File: src/rtl/fetch_unit.sv
// fetch_unit: instruction-fetch stage feeding the control decoder.
// Holds the PC, issues in-order word requests to instruction memory over a
// valid/ready handshake, tracks them in a small circular queue, and presents
// one instruction per cycle in the IF/ID register. A decoder redirect
// (pc_sel with a live, unstalled ID instruction) reloads the PC and kills
// every in-flight or buffered wrong-path fetch.
//
// Ports:
//   clk, rst_n        clock (rising edge), asynchronous active-low reset
//   stall             hazard hold, IF/ID keeps its contents
//   pc_sel            redirect request for the instruction in ID
//   alu_target        redirect target (low two bits ignored)
//   imem_req_*        request channel (valid/ready, word address)
//   imem_rsp_*        in-order response channel, no backpressure
//   id_valid          IF/ID holds a live instruction
//   id_instruction    instruction word to the decoder
//   id_pc             PC of id_instruction
//   id_pc_plus4       id_pc + 4
module fetch_unit #(
    parameter logic [31:0] RESET_PC = 32'h0000_0000,
    parameter int          QDEPTH   = 2
) (
    input  logic        clk,
    input  logic        rst_n,
    input  logic        stall,
    input  logic        pc_sel,
    input  logic [31:0] alu_target,
    output logic        imem_req_valid,
    input  logic        imem_req_ready,
    output logic [31:0] imem_req_addr,
    input  logic        imem_rsp_valid,
    input  logic [31:0] imem_rsp_data,
    output logic        id_valid,
    output logic [31:0] id_instruction,
    output logic [31:0] id_pc,
    output logic [31:0] id_pc_plus4
);
    localparam int              PW       = $clog2(QDEPTH);
    localparam int              CW       = PW + 1;
    localparam logic [CW-1:0]   FULL_CNT = CW'(QDEPTH);
    localparam logic [PW-1:0]   PTR_ONE  = PW'(1);
    localparam logic [31:0]     NOP      = 32'h0000_0013;

    logic [31:0]       pc_r;
    logic [31:0]       addr_r [QDEPTH];
    logic [31:0]       data_r [QDEPTH];
    logic [QDEPTH-1:0] filled_r;
    logic [QDEPTH-1:0] kill_r;
    logic [PW-1:0]     head_r;
    logic [PW-1:0]     tail_r;
    logic [PW-1:0]     fill_r;      // oldest entry still waiting for its response
    logic [CW-1:0]     count_r;     // allocated entries
    logic [CW-1:0]     pend_r;      // allocated entries not yet filled

    logic        id_valid_r;
    logic [31:0] id_instruction_r;
    logic [31:0] id_pc_r;
    logic [31:0] id_pc_plus4_r;

    logic        full_s;
    logic        hs_s;
    logic        redirect_s;
    logic        rsp_ok_s;
    logic        head_ready_s;
    logic        pop_s;
    logic        load_s;
    logic [31:0] head_data_s;

    // Handshake, redirect and head-of-queue decisions.
    // A response is only accepted when some entry is waiting for one, which
    // silently drops stale responses that outlive a reset. When the head is
    // unfilled it is by construction the oldest unfilled entry, so an
    // accepted response this cycle belongs to it and can bypass into ID.
    assign full_s       = (count_r == FULL_CNT);
    assign hs_s         = imem_req_valid & imem_req_ready;
    assign redirect_s   = pc_sel & id_valid_r & ~stall;
    assign rsp_ok_s     = imem_rsp_valid & (pend_r != {CW{1'b0}});
    assign head_ready_s = (count_r != {CW{1'b0}}) & (filled_r[head_r] | rsp_ok_s);
    assign head_data_s  = filled_r[head_r] ? data_r[head_r] : imem_rsp_data;
    assign pop_s        = ~stall & ~redirect_s & head_ready_s;
    assign load_s       = pop_s & ~kill_r[head_r];

    // Request is held off during reset so nothing leaks out before the PC is valid.
    assign imem_req_valid = rst_n & ~full_s;
    assign imem_req_addr  = pc_r;

    assign id_valid       = id_valid_r;
    assign id_instruction = id_instruction_r;
    assign id_pc          = id_pc_r;
    assign id_pc_plus4    = id_pc_plus4_r;

    // Program counter: redirect wins over the sequential increment of a same-cycle handshake.
    always_ff @(posedge clk or negedge rst_n) begin
        if (!rst_n) begin
            pc_r <= RESET_PC;
        end else if (redirect_s) begin
            pc_r <= alu_target & 32'hFFFF_FFFC;
        end else if (hs_s) begin
            pc_r <= pc_r + 32'd4;
        end
    end

    // Tracking queue: fill on response, free at head, allocate at tail.
    // Fill is written before the head clear so a bypassed head ends up empty.
    always_ff @(posedge clk or negedge rst_n) begin
        if (!rst_n) begin
            for (int i = 0; i < QDEPTH; i++) begin
                addr_r[i] <= 32'h0000_0000;
                data_r[i] <= 32'h0000_0000;
            end
            filled_r <= {QDEPTH{1'b0}};
            kill_r   <= {QDEPTH{1'b0}};
            head_r   <= {PW{1'b0}};
            tail_r   <= {PW{1'b0}};
            fill_r   <= {PW{1'b0}};
            count_r  <= {CW{1'b0}};
            pend_r   <= {CW{1'b0}};
        end else begin
            if (rsp_ok_s) begin
                filled_r[fill_r] <= 1'b1;
                data_r[fill_r]   <= imem_rsp_data;
                fill_r           <= fill_r + PTR_ONE;
            end
            if (pop_s) begin
                filled_r[head_r] <= 1'b0;
                head_r           <= head_r + PTR_ONE;
            end
            if (redirect_s) begin
                kill_r <= {QDEPTH{1'b1}};
            end
            // A request accepted in the redirect cycle is already wrong-path.
            if (hs_s) begin
                addr_r[tail_r]   <= pc_r;
                filled_r[tail_r] <= 1'b0;
                kill_r[tail_r]   <= redirect_s;
                tail_r           <= tail_r + PTR_ONE;
            end
            count_r <= count_r + CW'(hs_s) - CW'(pop_s);
            pend_r  <= pend_r + CW'(hs_s) - CW'(rsp_ok_s);
        end
    end

    // IF/ID register: load a live head, drop to bubble otherwise, hold on stall.
    always_ff @(posedge clk or negedge rst_n) begin
        if (!rst_n) begin
            id_valid_r       <= 1'b0;
            id_instruction_r <= NOP;
            id_pc_r          <= 32'h0000_0000;
            id_pc_plus4_r    <= 32'h0000_0004;
        end else if (load_s) begin
            id_valid_r       <= 1'b1;
            id_instruction_r <= head_data_s;
            id_pc_r          <= addr_r[head_r];
            id_pc_plus4_r    <= addr_r[head_r] + 32'd4;
        end else if (!stall) begin
            id_valid_r <= 1'b0;
        end
    end
endmodule

File: config.mk
export PLATFORM = sky130hd
export DESIGN_NAME = fetch_unit
export DESIGN_NICKNAME = d
export VERILOG_FILES = /design/src/rtl/fetch_unit.sv
export SDC_FILE = /design/constraint.sdc
export NUM_CORES = 1
export LEC_CHECK = 0
export ABC_AREA = 1
export CAP_MARGIN = 20
export CORE_MARGIN = 1.5
export CORE_UTILIZATION = 47
export DETAILED_ROUTE_END_ITERATION = 8
export PLACE_DENSITY = 0.72
export SLEW_MARGIN = 20
export SYNTH_ARGS = -nofsm -noshare
export SYNTH_HDL_FRONTEND = slang
export SYNTH_SLANG_ARGS = --single-unit
File: constraint.sdc
create_clock -name clk -period 2.1 [get_ports clk]
set_clock_uncertainty 0.1 [all_clocks]
set_input_delay 0.42 -clock clk [delete_from_list [all_inputs] [get_ports clk]]
set_output_delay 0.42 -clock clk [all_outputs]
set_load 0.05 [all_outputs]
======== After elaboration in Yosys (flattened, before gate mapping) ========
Index checks and enable logic that the tools add are counted.
storage, ports and cells
  flip-flop bits (word level) ............. 268
  word-level logic and storage cells ...... 101
  output and inout bits ................... 130
  input port bits ......................... 70
cells by class
  bitwise gates (word level) .............. 22
  reductions and logical operators ........ 8
  equal/unequal tests ..................... 2
  add/sub/neg operators ................... 9
  magnitude comparators ................... 11
  multiplexer cells ....................... 33
operators by type and width
  cell                   count
  $mux 32                11
  $bwmux 64              2
  $add 32x3->32 const B  2
  $demux 32 s1           2
  $mux 2                 5
  $and 1x1->1            9
  $mux 1                 9
  $ge 2x2->1 const B     3
  $lt 1x2->1 const B     3
  $not 1->2              3
  $reduce_bool 2->1      3
  $logic_and 1x1->1      5
  $add 2x1->2            2
  $and 2x2->2            2
  $lt 2x1->1 const B     2
  $not 1->1              4
  $not 2->2              2
  $sub 2x1->2            2
  $add 1x1->1 const B    3
  $demux 1 s1            3
  $ge 1x1->1 const B     3
  $bwmux 2               1
  $eq 2x2->1 const B     1
  $ne 2x1->1 const B     1
  2 further kinds        2

======== Depth between registers and ports, before layout ========
  depth in word-level cells ............... 10
  depth in mapped cells ................... 14
  mapped depth without buffers ............ 13

======== Worst setup path before layout ========
OpenSTA, ideal clock, no wires.
  kind .................................... input -> register
  start point ............................. in rst_n
  end point ............................... reg pc_r[17], in the netlist imem_req_addr[17]
  data required time ...................... 1872 ps
  cell stages on the path ................. 8
  library setup time ...................... 128 ps
  path slack .............................. -474 ps
  arrival ................................. 2346 ps
  buffers on the path ..................... 2
  cells stage by stage .................... a21boi_1 -> nand2_1 -> nand2_2 -> inv_1 -> buf_2 -> buf_2 -> nand2_1 -> o21ai_0
on the way
  word-level cells in the longest chain between the ends .. 3
ends and longest elaborated chain
  element                      RTL line  text
  start: declaration           24        input logic rst_n,
  $and 1x1->1                  84        assign imem_req_valid = rst_n & ~full_s;
  $and 1x1->1                  75        assign hs_s = imem_req_valid & imem_req_ready;
  $reduce_bool 2->1 (no line)  -
  end signal: assignment       97        pc_r <= alu_target & 32'hFFFF_FFFC;
  end signal: assignment       99        pc_r <= pc_r + 32'd4;
  end: declaration             44        logic [31:0] pc_r;
No other way between the ends.
A chain may end at the register's enable or synchronous reset.

======== Worst setup path after layout ========
  start point ............................. in rst_n
  end point ............................... out imem_req_valid
on the way
  word-level cells in the longest chain between the ends .. 1
ends and longest elaborated chain
  element           RTL line  text
  $and 1x1->1       84
  end: declaration  28        output logic imem_req_valid,
No other way between the ends.

==> impl_metrics.csv <==
group,metric,value,unit
grt,gr-total-overflow,0,
worst_hold_path,timing.hold.worst.start,"id_instruction[4]",
layout,n_fill_cell,2336,
cts,ctsHtreeMaxLevel,1,
placement,dp_hpwl,22000,um
sta,post-route-worst-setup-slack,91.3,ps
yosys,post_synthesis_instance_area,12600,sq um
routing,wl_per_cell,14.7,um
grt,initial_antenna_violation_count,0,
worst_setup_path,timing_worst_setup_path_type,"input pin to output port",
routing,via_per_inst,5.12,
sta,holdWs,368,ps
layout,finalNonFillerCells,2185,
sta,hold_violations,0,
layout,drive_gt1_share,14.3,%
routing,vias,11178,
grt,grt_pass1_vias,10399,
layout,synthToLayoutAreaGrowth,26.7,%
grt,grt_pass1_wl,52600,um
yosys,ys_async_sr_fraction,100,%
cts,clock_tree_sinks,258,
worst_setup_path,worst-path-stages,4,
routing,drt_drc_violations_left,12,
cts,clk-insertion-delay-late,530,ps
worst_setup_path,max_stage_delay,560,ps
yosys,post_synth_edffs,0,
layout,n_antenna_cell,0,
worst_setup_path,timing.reg2reg.worst_path_depth,11,
run_status,violations,"DRC",
yosys,yosys_warnings,0,
layout,utilization,61.0,%
grt,grtUsageTotal,23.0,%
worst_setup_path,path_delay_family,"buffers and inverters",
sta,final_min_period,2010,ps
yosys,dominant_cell_by_count_in_the_synthesized_netlist,"sky130_fd_sc_hd__nand2_1",
power,power_density,1720,nW/um^2
worst_setup_path,crit-reg2reg-capture,"id_pc_plus4[27]",
sta,timing.fmax,498,MHz
cts,tritoncts,"yes",
power,total_power,27.6,mW
routing,drt.antenna.violating_nets,0,
worst_setup_path,worst_ep_arrival_time,1490,ps
run,max_cap_violations,0,
yosys,synth_seq_cells,258,
floorplan,die_area,27800,sq um
sta,slew_headroom,30.7,%
routing,postRouteWirelength,32100,um
placement,placed_cells_incl_taps,2129,
worst_setup_path,crit_slowest_cell,"sky130_fd_sc_hd__dlygate4sd3_1",
worst_hold_path,hold-path-endpoint,"id_instruction[4]",
worst_setup_path,critPathLaunchType,"input pin",
yosys,yosys.area.top_type,"sky130_fd_sc_hd__dfrtp_1",
layout,final_net_count,1906,
cts,cts_max_path_buffers,3,
floorplan,dieWidth,167,um
worst_setup_path,critical_path.n_buffers_inverters,3,
placement,dp_slack,-138,ps
routing,drt-initial-drc-count,767,
sta,report.final.slew_viol_count,0,
floorplan,coreArea,26200,sq um
worst_hold_path,hold-path-cell-count,2,
yosys,netlist.area_leader.share,50.4,%
sta,timing_worst_slew_pin_value,1040,ps
yosys,synthesis.instances,1629,
yosys,yosysUniqueCellTypes,40,
sta,setup_viol,0,
power,p_leak,7.97,nW
placement,place.port_buffers,191,
floorplan,placement_row_count,59,
worst_setup_path,crit_chain,"dlygate4sd3_1, buf_8, a21boi_4, buf_12",
floorplan,initial_utilization,48.1,%
power,ir_drop,0.994,mV
floorplan,io-pin-count,200,
yosys,avgSynthCellArea,7.74,sq um
worst_setup_path,worst-path-max-fanout,3,
floorplan,die_h,167,um
run_status,outcome,"complete, but fails checks",
placement,gp_routability_congestion,0.903,
sta,layout_worst_path_cycle_share,95.7,%
worst_setup_path,critPathRequiredTime,1580,ps
worst_setup_path,rr_startpoint,"head_r",
worst_setup_path,worstSetupEndpointType,"output port",
routing,detailedRoute.firstPassIterationCount,7,
yosys,top_post_synthesis_cells_by_count,"577 x sky130_fd_sc_hd__nand2_1, 254 x sky130_fd_sc_hd__dfrtp_1, 222 x sky130_fd_sc_hd__o21ai_0",
worst_setup_path,ff2ff_setup_slack,90,ps
cts,tritoncts.num_buffers,27,
worst_hold_path,worst_hold_path_type,"flip-flop to flip-flop",
grt,grt_max_degree,165,
cts,clock_tree.root_cell,"sky130_fd_sc_hd__clkbuf_16",
sta,grt_setup_unrepaired,"true",
yosys,synth.top_cells.by_area,"sky130_fd_sc_hd__dfrtp_1 50%, sky130_fd_sc_hd__nand2_1 17%, sky130_fd_sc_hd__o21ai_0 8.8%",
cts,worst_setup_hold_path_clk_slew,60,ps
yosys,post_synthesis_sequential_area_ratio,51.2,%
yosys,postSynth.topFlopCell,"sky130_fd_sc_hd__dfrtp_1",
-- cells by family after synthesis --
family | after synthesis | share of synthesized area [%]
buffers and inverters | 236 | 7.90
AOI/OAI and AO/OA | 288 | 12.3
other | 1 | 0.0297
muxes | 1 | 0.0793
DFF | 258 | 51.2
adders and majority gates | 6 | 0.595
xor gates and xnor gates | 12 | 0.833
and+or+nand+nor | 827 | 27.1
-- power breakdown --
| group | total (mW) | switching [mW] | internal (mW) |
|---|---|---|---|
| clock network | 4.96 | 1.96 | 3.00 |
| registers | 8.71 | 1.45 | 7.26 |
| logic | 13.9 | 9.57 | 4.32 |
| total | 27.6 | 13.0 | 14.6 |
-- worst reg2reg max path: cells and delay by family, from the launching register on --
| kind | cells | cell delay [ps] |
|---|---|---|
| simple gates | 9 | 1050 |
| buf+inv | 2 | 350 |
| flops | 1 | 400 |
-- sequential cells by signal (all words and copies together) (netlist names) --
register and flops:
filled_r 2, id_instruction 32, id_pc_plus4 30, data_r 64, imem_req_addr 30, id_valid 1
pend_r 2, head_r 1, addr_r 60, kill_r 2, fill_r 1, tail_r 1
count_r 2, id_pc 30
-- how the worst max path moves through the flow --
stage,from,endpoint,slack (ps)
floorplan,imem_req_addr[3],imem_req_addr[30],130
global placement,pc_sel,id_pc_plus4[4],-140
detailed placement,stall,id_pc_plus4[4],-140
CTS,head_r,id_pc_plus4[12],0.4
global route,head_r,id_pc_plus4[12],-40
finish,rst_n,imem_req_valid,90
-- metrics by stage --
stage | setup TNS, ps | cell area (sq um)
after CTS | 0 | 15900
final | 0 | 16000
after global routing | -135 | 16000
after global placement | -6050 | 15000
after detailed placement | -6950 | 15000
after floorplan | 0 | 12600
-- layout make-up --
cell class	instances	area (sq um)	share of cell area (%)
timing repair buffer	249	2330	14.6
tap	335	419	2.62
multi-input combinational	1140	5260	32.9
inverter	154	581	3.63
clock buffer	38	797	4.99
clock inverter	11	139	0.869
sequential	258	6460	40.4
-- routing by layer --
| metal | track usage, % | wire length [um] |
|---|---|---|
| met5 | 0 | 0 |
| met4 | 4.90 | 551 |
| met3 | 3.14 | 1850 |
| met2 | 35.1 | 14100 |
| met1 | 35.0 | 15600 |
-- layout by cell type, fill, tap and decap left out, types with 8 or more instances in the layout --
cell | Yosys | routed
sky130_fd_sc_hd__o211ai_1 | 28 | 28
sky130_fd_sc_hd__clkbuf_8 | 0 | 8
sky130_fd_sc_hd__o21ai_1 | 10 | 11
sky130_fd_sc_hd__xor2_1 | 8 | 8
sky130_fd_sc_hd__nor2_4 | 5 | 8
sky130_fd_sc_hd__dlygate4sd2_1 | 0 | 48
sky130_fd_sc_hd__nand2_1 | 577 | 565
sky130_fd_sc_hd__clkbuf_16 | 0 | 28
sky130_fd_sc_hd__buf_12 | 1 | 15
sky130_fd_sc_hd__nor3_1 | 12 | 12
sky130_fd_sc_hd__o21ai_0 | 222 | 221
sky130_fd_sc_hd__inv_1 | 148 | 147
sky130_fd_sc_hd__nor2_1 | 109 | 103
sky130_fd_sc_hd__buf_4 | 9 | 116
sky130_fd_sc_hd__nand3_1 | 65 | 64
sky130_fd_sc_hd__a21oi_1 | 11 | 11
sky130_fd_sc_hd__nand2_2 | 27 | 38
sky130_fd_sc_hd__nor2_2 | 13 | 16
sky130_fd_sc_hd__dfrtp_1 | 254 | 252
sky130_fd_sc_hd__clkdlybuf4s50_1 | 0 | 66
-- repair_timing --
action / CTS / global route
cloned: 0 / 1
pin swaps: 0 / 8
setup buffers: 0 / 5
endpoints found under the setup margin: 48 / 26
hold buffers: 1 / 0
endpoints found under the hold margin: 94 / 0
gates resized for setup: 48 / 23
Power figures use the tool's default switching activity.
